File: src/rtl/stage_id_pipe.sv
// stage_id_pipe -- instruction decode stage with register file and ID/EX register.
//
// Purpose:
//   Decodes the instruction presented by IF, reads two source registers,
//   sign-extends the immediate and registers everything into the ID/EX
//   register. Detects the load-use hazard against the instruction already
//   in ID/EX and inserts a single bubble when needed.
//
// Ports:
//   clk, rst_n            clock, asynchronous active-low reset
//   in_valid/in_pc/in_instr  instruction from IF (in_pc is PC+4)
//   id_ready              ID accepts the presented instruction this cycle
//   ex_ready              EX accepts the ID/EX contents this cycle
//   flush                 discard the instruction in ID and the ID/EX register
//   wb_we/wb_addr/wb_data register-file write port
//   out_*                 ID/EX register: data fields and decoded control
//
// Configuration:
//   STAGE_ID_BYPASS_EN    when defined, a read of the register being written
//                         in the same cycle returns wb_data; otherwise it
//                         returns the pre-write contents.
//
// Handshake: an instruction moves IF->ID/EX on a rising edge where
// in_valid=1 and id_ready=1. ID/EX contents move to EX on an edge where
// out_valid=1 and ex_ready=1; with ex_ready=0 every ID/EX field holds.
module stage_id_pipe #(
  parameter int DATA_W  = 32,
  parameter int REG_CNT = 32,
  parameter int REG_AW  = $clog2(REG_CNT)
) (
  input  logic              clk,
  input  logic              rst_n,
  input  logic              in_valid,
  input  logic [DATA_W-1:0] in_pc,
  input  logic [31:0]       in_instr,
  output logic              id_ready,
  input  logic              ex_ready,
  input  logic              flush,
  input  logic              wb_we,
  input  logic [REG_AW-1:0] wb_addr,
  input  logic [DATA_W-1:0] wb_data,
  output logic              out_valid,
  output logic [DATA_W-1:0] out_pc,
  output logic [DATA_W-1:0] out_rs_data,
  output logic [DATA_W-1:0] out_rt_data,
  output logic [DATA_W-1:0] out_imm,
  output logic [REG_AW-1:0] out_rs,
  output logic [REG_AW-1:0] out_rt,
  output logic [REG_AW-1:0] out_rd,
  output logic              out_reg_dst,
  output logic              out_alu_src,
  output logic              out_branch,
  output logic              out_mem_read,
  output logic              out_mem_write,
  output logic              out_mem_to_reg,
  output logic              out_reg_write,
  output logic              out_illegal,
  output logic [5:0]        out_alu_op
);

  typedef struct packed {
    logic       reg_dst;
    logic       alu_src;
    logic       branch;
    logic       mem_read;
    logic       mem_write;
    logic       mem_to_reg;
    logic       reg_write;
    logic       illegal;
    logic [5:0] alu_op;
  } ctrl_t;

  // Register file
  logic [DATA_W-1:0] regs_q [REG_CNT];
  logic [DATA_W-1:0] regs_d [REG_CNT];

  // ID/EX register
  logic              valid_q,  valid_d;
  logic [DATA_W-1:0] pc_q,     pc_d;
  logic [DATA_W-1:0] rs_data_q, rs_data_d;
  logic [DATA_W-1:0] rt_data_q, rt_data_d;
  logic [DATA_W-1:0] imm_q,    imm_d;
  logic [REG_AW-1:0] rs_q,     rs_d;
  logic [REG_AW-1:0] rt_q,     rt_d;
  logic [REG_AW-1:0] rd_q,     rd_d;
  ctrl_t             ctrl_q,   ctrl_d;

  // Decode of the presented instruction
  logic [5:0]        opcode;
  logic [REG_AW-1:0] dec_rs, dec_rt, dec_rd;
  logic [DATA_W-1:0] dec_imm, dec_rs_data, dec_rt_data;
  ctrl_t             dec_ctrl;
  logic              hz;

  always_comb begin
    opcode   = in_instr[31:26];
    dec_rs   = in_instr[21 +: REG_AW];
    dec_rt   = in_instr[16 +: REG_AW];
    dec_rd   = in_instr[11 +: REG_AW];
    dec_imm  = {{(DATA_W-16){in_instr[15]}}, in_instr[15:0]};
    dec_ctrl = '0;
    case (opcode)
      6'd0: begin
        dec_ctrl.reg_dst   = 1'b1;
        dec_ctrl.reg_write = 1'b1;
        dec_ctrl.alu_op    = in_instr[5:0];
      end
      6'd8: begin
        dec_ctrl.alu_src   = 1'b1;
        dec_ctrl.reg_write = 1'b1;
        dec_ctrl.alu_op    = opcode;
      end
      6'd35: begin
        dec_ctrl.alu_src    = 1'b1;
        dec_ctrl.mem_read   = 1'b1;
        dec_ctrl.mem_to_reg = 1'b1;
        dec_ctrl.reg_write  = 1'b1;
        dec_ctrl.alu_op     = opcode;
      end
      6'd43: begin
        dec_ctrl.alu_src   = 1'b1;
        dec_ctrl.mem_write = 1'b1;
        dec_ctrl.alu_op    = opcode;
      end
      6'd4: begin
        dec_ctrl.branch = 1'b1;
        dec_ctrl.alu_op = opcode;
      end
      default: dec_ctrl.illegal = 1'b1;
    endcase
  end

  // Register reads; r0 is hard-wired to zero regardless of array contents.
  always_comb begin
    dec_rs_data = (dec_rs == '0) ? '0 : regs_q[dec_rs];
    dec_rt_data = (dec_rt == '0) ? '0 : regs_q[dec_rt];
`ifdef STAGE_ID_BYPASS_EN
    if (wb_we && (wb_addr != '0) && (wb_addr == dec_rs)) dec_rs_data = wb_data;
    if (wb_we && (wb_addr != '0) && (wb_addr == dec_rt)) dec_rt_data = wb_data;
`endif
  end

  always_comb begin
    regs_d = regs_q;
    if (wb_we && (wb_addr != '0)) regs_d[wb_addr] = wb_data;
  end

  // Load-use hazard: the load in ID/EX has not produced its data yet.
  always_comb begin
    hz = valid_q && ctrl_q.mem_read && (rt_q != '0) && in_valid &&
         ((rt_q == dec_rs) || (rt_q == dec_rt));
    // During a flush IF must drop its instruction, so report ready.
    id_ready = flush || (ex_ready && !hz);
  end

  always_comb begin
    valid_d   = valid_q;
    pc_d      = pc_q;
    rs_data_d = rs_data_q;
    rt_data_d = rt_data_q;
    imm_d     = imm_q;
    rs_d      = rs_q;
    rt_d      = rt_q;
    rd_d      = rd_q;
    ctrl_d    = ctrl_q;
    if (flush) begin
      valid_d = 1'b0;
      ctrl_d  = '0;
    end else if (ex_ready) begin
      if (hz) begin
        valid_d = 1'b0;
        ctrl_d  = '0;
      end else begin
        valid_d   = in_valid;
        pc_d      = in_pc;
        rs_data_d = dec_rs_data;
        rt_data_d = dec_rt_data;
        imm_d     = dec_imm;
        rs_d      = dec_rs;
        rt_d      = dec_rt;
        rd_d      = dec_rd;
        ctrl_d    = dec_ctrl;
      end
    end
  end

  always_ff @(posedge clk or negedge rst_n) begin
    if (!rst_n) begin
      for (int i = 0; i < REG_CNT; i++) regs_q[i] <= '0;
      valid_q   <= 1'b0;
      pc_q      <= '0;
      rs_data_q <= '0;
      rt_data_q <= '0;
      imm_q     <= '0;
      rs_q      <= '0;
      rt_q      <= '0;
      rd_q      <= '0;
      ctrl_q    <= '0;
    end else begin
      for (int i = 0; i < REG_CNT; i++) regs_q[i] <= regs_d[i];
      valid_q   <= valid_d;
      pc_q      <= pc_d;
      rs_data_q <= rs_data_d;
      rt_data_q <= rt_data_d;
      imm_q     <= imm_d;
      rs_q      <= rs_d;
      rt_q      <= rt_d;
      rd_q      <= rd_d;
      ctrl_q    <= ctrl_d;
    end
  end

  assign out_valid      = valid_q;
  assign out_pc         = pc_q;
  assign out_rs_data    = rs_data_q;
  assign out_rt_data    = rt_data_q;
  assign out_imm        = imm_q;
  assign out_rs         = rs_q;
  assign out_rt         = rt_q;
  assign out_rd         = rd_q;
  assign out_reg_dst    = ctrl_q.reg_dst;
  assign out_alu_src    = ctrl_q.alu_src;
  assign out_branch     = ctrl_q.branch;
  assign out_mem_read   = ctrl_q.mem_read;
  assign out_mem_write  = ctrl_q.mem_write;
  assign out_mem_to_reg = ctrl_q.mem_to_reg;
  assign out_reg_write  = ctrl_q.reg_write;
  assign out_illegal    = ctrl_q.illegal;
  assign out_alu_op     = ctrl_q.alu_op;

endmodule

File: config.mk
export PLATFORM = sky130hd
export DESIGN_NAME = stage_id_pipe
export DESIGN_NICKNAME = d
export VERILOG_FILES = /design/src/rtl/stage_id_pipe.sv
export SDC_FILE = /design/constraint.sdc
export NUM_CORES = 2
export LEC_CHECK = 0
export CAP_MARGIN = 20
export CORE_UTILIZATION = 56
export DETAILED_ROUTE_END_ITERATION = 8
export PLACE_DENSITY = 0.75
export SYNTH_ARGS = -nofsm -noshare
export SYNTH_HDL_FRONTEND = slang
export SYNTH_SLANG_ARGS = --single-unit
export TNS_END_PERCENT = 100
File: constraint.sdc
create_clock -name clk -period 2.5 [get_ports clk]
set_input_delay 0.25 -clock clk [delete_from_list [all_inputs] [get_ports clk]]
set_output_delay 0.25 -clock clk [all_outputs]
set_load 0.05 [all_outputs]
==> flow_summary.html <==
<table>
<tr><th>Metric</th><th>Value</th></tr>
<tr><th colspan="2">Run status</th></tr>
<tr><td>Status</td><td>finished clean</td></tr>
<tr><th colspan="2">Clock tree</th></tr>
<tr><td>Clock root buffer</td><td>clkbuf_16</td></tr>
<tr><td>Maximum count of clock buffers along a single path</td><td>3</td></tr>
<tr><td>Later-pin clock latency in the skew report</td><td>0.73 ns</td></tr>
<tr><td>Sink Count</td><td>1160</td></tr>
<tr><td>CTS tree</td><td>done</td></tr>
<tr><td>Inserted Clock Buffers</td><td>118</td></tr>
<tr><td>CTS H-Tree Depth</td><td>3</td></tr>
<tr><td>Clock transition at path regs</td><td>0.06 ns</td></tr>
<tr><th colspan="2">Floorplanning</th></tr>
<tr><td>Initial standard-cell utilization of the core</td><td>56.8%</td></tr>
<tr><td>Area of the core</td><td>~100000 µm²</td></tr>
<tr><td>Die width</td><td>approximately 330 µm</td></tr>
<tr><td>Vertical die dimension</td><td>roughly 330 µm</td></tr>
<tr><td>FP Rows</td><td>118</td></tr>
<tr><td>Area of the die</td><td>between 100000 and 150000 µm²</td></tr>
<tr><td>Boundary pin count</td><td>about 270</td></tr>
<tr><th colspan="2">Synth</th></tr>
<tr><td>Number of synthesized flops with an enable pin</td><td>0</td></tr>
<tr><td>Cell count after synthesis</td><td>4077</td></tr>
<tr><td>Fraction of the yosys area taken by sequential cells</td><td>just under 50%</td></tr>
<tr><td>Syn Nets</td><td>~4200</td></tr>
<tr><td>Synthesis Warnings</td><td>0</td></tr>
<tr><td>Mapped Avg Cell Area</td><td>about 14 µm²</td></tr>
<tr><td>Post-synthesis sequential element count</td><td>approximately 1200</td></tr>
<tr><td>Distinct cell type count of the synthesized netlist</td><td>50</td></tr>
<tr><td>Most used DFF post-synth</td><td>dfrtp_1</td></tr>
<tr><td>Asr flop ratio synth</td><td>100%</td></tr>
<tr><td>Synth Cell Area</td><td>between 50000 and 60000 µm²</td></tr>
<tr><th colspan="2">Layout</th></tr>
<tr><td>Most frequent cells in the layout</td><td>dfrtp_1, mux2_2, mux4_2</td></tr>
<tr><td>Post-route insts no fill</td><td>5867</td></tr>
<tr><td>Area Growth Syn to Fin</td><td>19.4%</td></tr>
<tr><td>Share of layout cells above drive strength 1</td><td>47.1%</td></tr>
<tr><td>Count of nets after finishing</td><td>roughly 4500</td></tr>
<tr><td>Utilization after layout</td><td>approximately two thirds</td></tr>
<tr><td>Most common library cell in the layout ignoring fill and taps</td><td>dfrtp_1</td></tr>
<tr><th colspan="2">Detailed routing</th></tr>
<tr><td>ANT nets after route</td><td>0</td></tr>
<tr><td>Router iterations before antenna repair</td><td>5</td></tr>
<tr><td>Routed len/inst</td><td>32.4 µm</td></tr>
<tr><td>Vias</td><td>a little over 40000</td></tr>
<tr><td>Via-per-instance ratio</td><td>around 7</td></tr>
<tr><td>Number of DRC markers after the initial detailed-route iteration</td><td>about 4600</td></tr>
<tr><td>Sum of routed wire length over all layers</td><td>190 mm</td></tr>
<tr><td>Total DRC errors in the routed layout</td><td>0</td></tr>
<tr><th colspan="2">Power and ir drop</th></tr>
<tr><td>Power density relative to cell area</td><td>roughly 800 nW/µm²</td></tr>
<tr><td>Worst VDD drop</td><td>around 600 µV</td></tr>
<tr><td>Leakage component of the power</td><td>0.0308 µW</td></tr>
<tr><th colspan="2">Worst setup path</th></tr>
<tr><td>WP data required</td><td>between 2 and 2.5 ns</td></tr>
<tr><td>Critical Path AT</td><td>~2.2 ns</td></tr>
<tr><td>Slowest stage cell, crit path</td><td>dfrtp_2</td></tr>
<tr><td>Cell family with most CP delay</td><td>flip-flops</td></tr>
<tr><td>Slowest stage delay, CP</td><td>0.47 ns</td></tr>
<tr><td>CP Class</td><td>reg2out</td></tr>
<tr><td>Count of buffer and inverter cells on the critical path</td><td>2</td></tr>
<tr><td>Crit path launch type</td><td>flop</td></tr>
<tr><td>Most frequent cell on the critical path</td><td>buf_6</td></tr>
<tr><td>Cell breakdown of the critical path</td><td>xnor2_2, nand3_1, o22ai_2, buf_6, nand2_4, a21o_1, buf_6</td></tr>
<tr><td>Type of element capturing the critical path</td><td>output port</td></tr>
<tr><td>Largest fanout of any net on the critical path</td><td>5</td></tr>
<tr><th colspan="2">STA</th></tr>
<tr><td>Final hold violations</td><td>0</td></tr>
<tr><td>Relative slew slack</td><td>a little under half</td></tr>
<tr><td>Final sum of negative setup slack</td><td>0 ns</td></tr>
<tr><td>Final min period</td><td>around 2.4 ns</td></tr>
<tr><td>Maximum clock frequency</td><td>411 MHz</td></tr>
<tr><td>Pin slew with the least headroom to its limit</td><td>0.774 ns</td></tr>
<tr><td>Worst-case hold slack</td><td>approximately 0.068 ns</td></tr>
<tr><td>Unrepaired setup endpoints after global routing</td><td>yes</td></tr>
<tr><td>Share of the clock period used by the worst path</td><td>between 90 and 100%</td></tr>
<tr><td>Setup-failing EPs final</td><td>0</td></tr>
<tr><td>Number of max-slew violations in the final report</td><td>0</td></tr>
<tr><td>Skew final</td><td>about 0.038 ns</td></tr>
<tr><th colspan="2">Placed design</th></tr>
<tr><td>Final estimated routing congestion in global placement</td><td>roughly 0.89</td></tr>
<tr><td>Number of instances in the placed design</td><td>around 5600</td></tr>
<tr><td>Count of port buffers added during placement</td><td>about 270</td></tr>
<tr><td>HPWL after detailed placement</td><td>between 100 and 150 mm</td></tr>
<tr><th colspan="2">Global routing</th></tr>
<tr><td>Via count of the first global-routing pass</td><td>around 42000</td></tr>
<tr><td>Antenna violations before repair</td><td>7</td></tr>
<tr><td>Remaining global-route overflow</td><td>0</td></tr>
<tr><td>Largest net degree at the start of global routing</td><td>79</td></tr>
<tr><td>Total global routing track utilization</td><td>between 30% and 40%</td></tr>
<tr><td>Global-route wire length before repair</td><td>between 200 and 300 mm</td></tr>
<tr><th colspan="2">Flow run</th></tr>
<tr><td>Max-Cap Viols</td><td>0</td></tr>
<tr><th colspan="2">Worst hold path</th></tr>
<tr><td>Path category of the worst min-delay check</td><td>in2reg</td></tr>
</table>
[flip-flops by register name (all words and copies together), names as in the netlist]
signal / cells
out_reg_dst: 1
out_rs_data: 32
out_imm: 16
out_rt_data: 32
out_reg_write: 1
out_mem_read: 1
out_pc: 32
out_alu_src: 1
out_illegal: 1
out_mem_write: 1
regs_q: 1024
out_branch: 1
out_rt: 5
out_rs: 5
out_valid: 1
out_alu_op: 6
[area by class of cell]
type,instances,area (µm²)
Antenna cell,4,10.0
Multi-Input combinational cell,2441,27900
Inverter,1,3.75
Clock inverter,45,691
Clock buffer,176,3560
Fill cell,7120,33500
Tap cell,1380,1730
Sequential cell,1160,29000
Timing Repair Buffer,660,7520
[cells by family after synthesis]
group | synth area share, %
buffers and inverters | 4.02
and+or+nand+nor | 2.62
xor gates and xnor gates | 0.148
DFF | 49.2
AOI/OAI and AO/OA | 5.23
muxes | 38.8
[final timing paths]
check                      slack, ns  cells past startpoint    startpoint        endpoint
max                             0.07                      7     out_rt[4]        id_ready
min                             0.07                      2  in_instr[17]       out_rt[1]
max reg2reg                     0.46                      8     out_rt[0]  out_rt_data[3]
min reg2reg                     0.40                      0  regs_q[1007]    regs_q[1007]
max in group asynchronous       1.34                      3         rst_n     regs_q[381]
min in group asynchronous       0.08                      2         rst_n     out_alu_src
[routing by layer]
| layer | vias up | GRT usage (%) | part of all wire [%] |
|---|---|---|---|
| li1 | 16300 | - | - |
| met5 | - | 0.355 | 0.042 |
| met4 | 6 | 17.0 | 5.1 |
| met3 | 535 | 9.66 | 11 |
| met1 | 21700 | 49.2 | 39 |
| met2 | 2473 | 53.8 | 45 |
[metrics by stage]
step	instance area [µm²]	setup WS [ns]	total power [µW]
2_1_floorplan	59000	0.367	33000
3_3_place_gp	66100	-0.0961	36900
3_5_place_dp	66100	-0.132	37400
4_1_cts	70400	-0.0418	56600
5_1_grt	70400	-0.0194	58600
6_report	70500	0.0690	56700
[synth_stat cells, types with 2 or more instances]
library cell	n	area, µm²
a21oi_1	31	155
a221o_1	16	160
a221oi_1	26	228
a22o_1	58	508
a22oi_1	22	165
a32o_1	35	350
and3_1	3	18.8
buf_1	43	161
buf_2	137	686
buf_4	73	548
buf_6	15	169
buf_8	2	30.0
clkbuf_1	204	766
dfrtp_1	1160	29000
mux2_1	15	169
mux2_2	1079	12200
mux2i_1	238	2380
mux4_2	364	8200
nand2_1	53	199
nand2b_1	13	81.3
nand3_1	21	105
nand3b_1	3	22.5
nand4_1	2	12.5
nor2_1	64	240
nor2b_1	8	50.1
nor3_1	46	230
nor3b_1	3	22.5
nor4_1	49	307
nor4b_1	6	52.6
o21ai_0	28	140
o22ai_1	206	1290
o31ai_1	4	30.0
or2_0	6	37.5
or2_1	13	81.3
or2_2	5	31.3
or3_1	3	18.8
xnor2_1	10	87.6
[power by group]
part	internal [µW]	switching [µW]
logic	6740	5630
registers	22300	2780
clock network	11600	7680
[timing repair]
| action | 4_1_cts | 5_1_grt |
|---|---|---|
| gates resized for setup | 24 | 5 |
| endpoints found under the hold margin | 240 | 0 |
| buffers inserted | 0 | 5 |
| endpoints found under the setup margin | 19 | 1 |
| pin swaps | 6 | 5 |
| hold buffers | 2 | 0 |
Power figures use the tool's default switching activity.
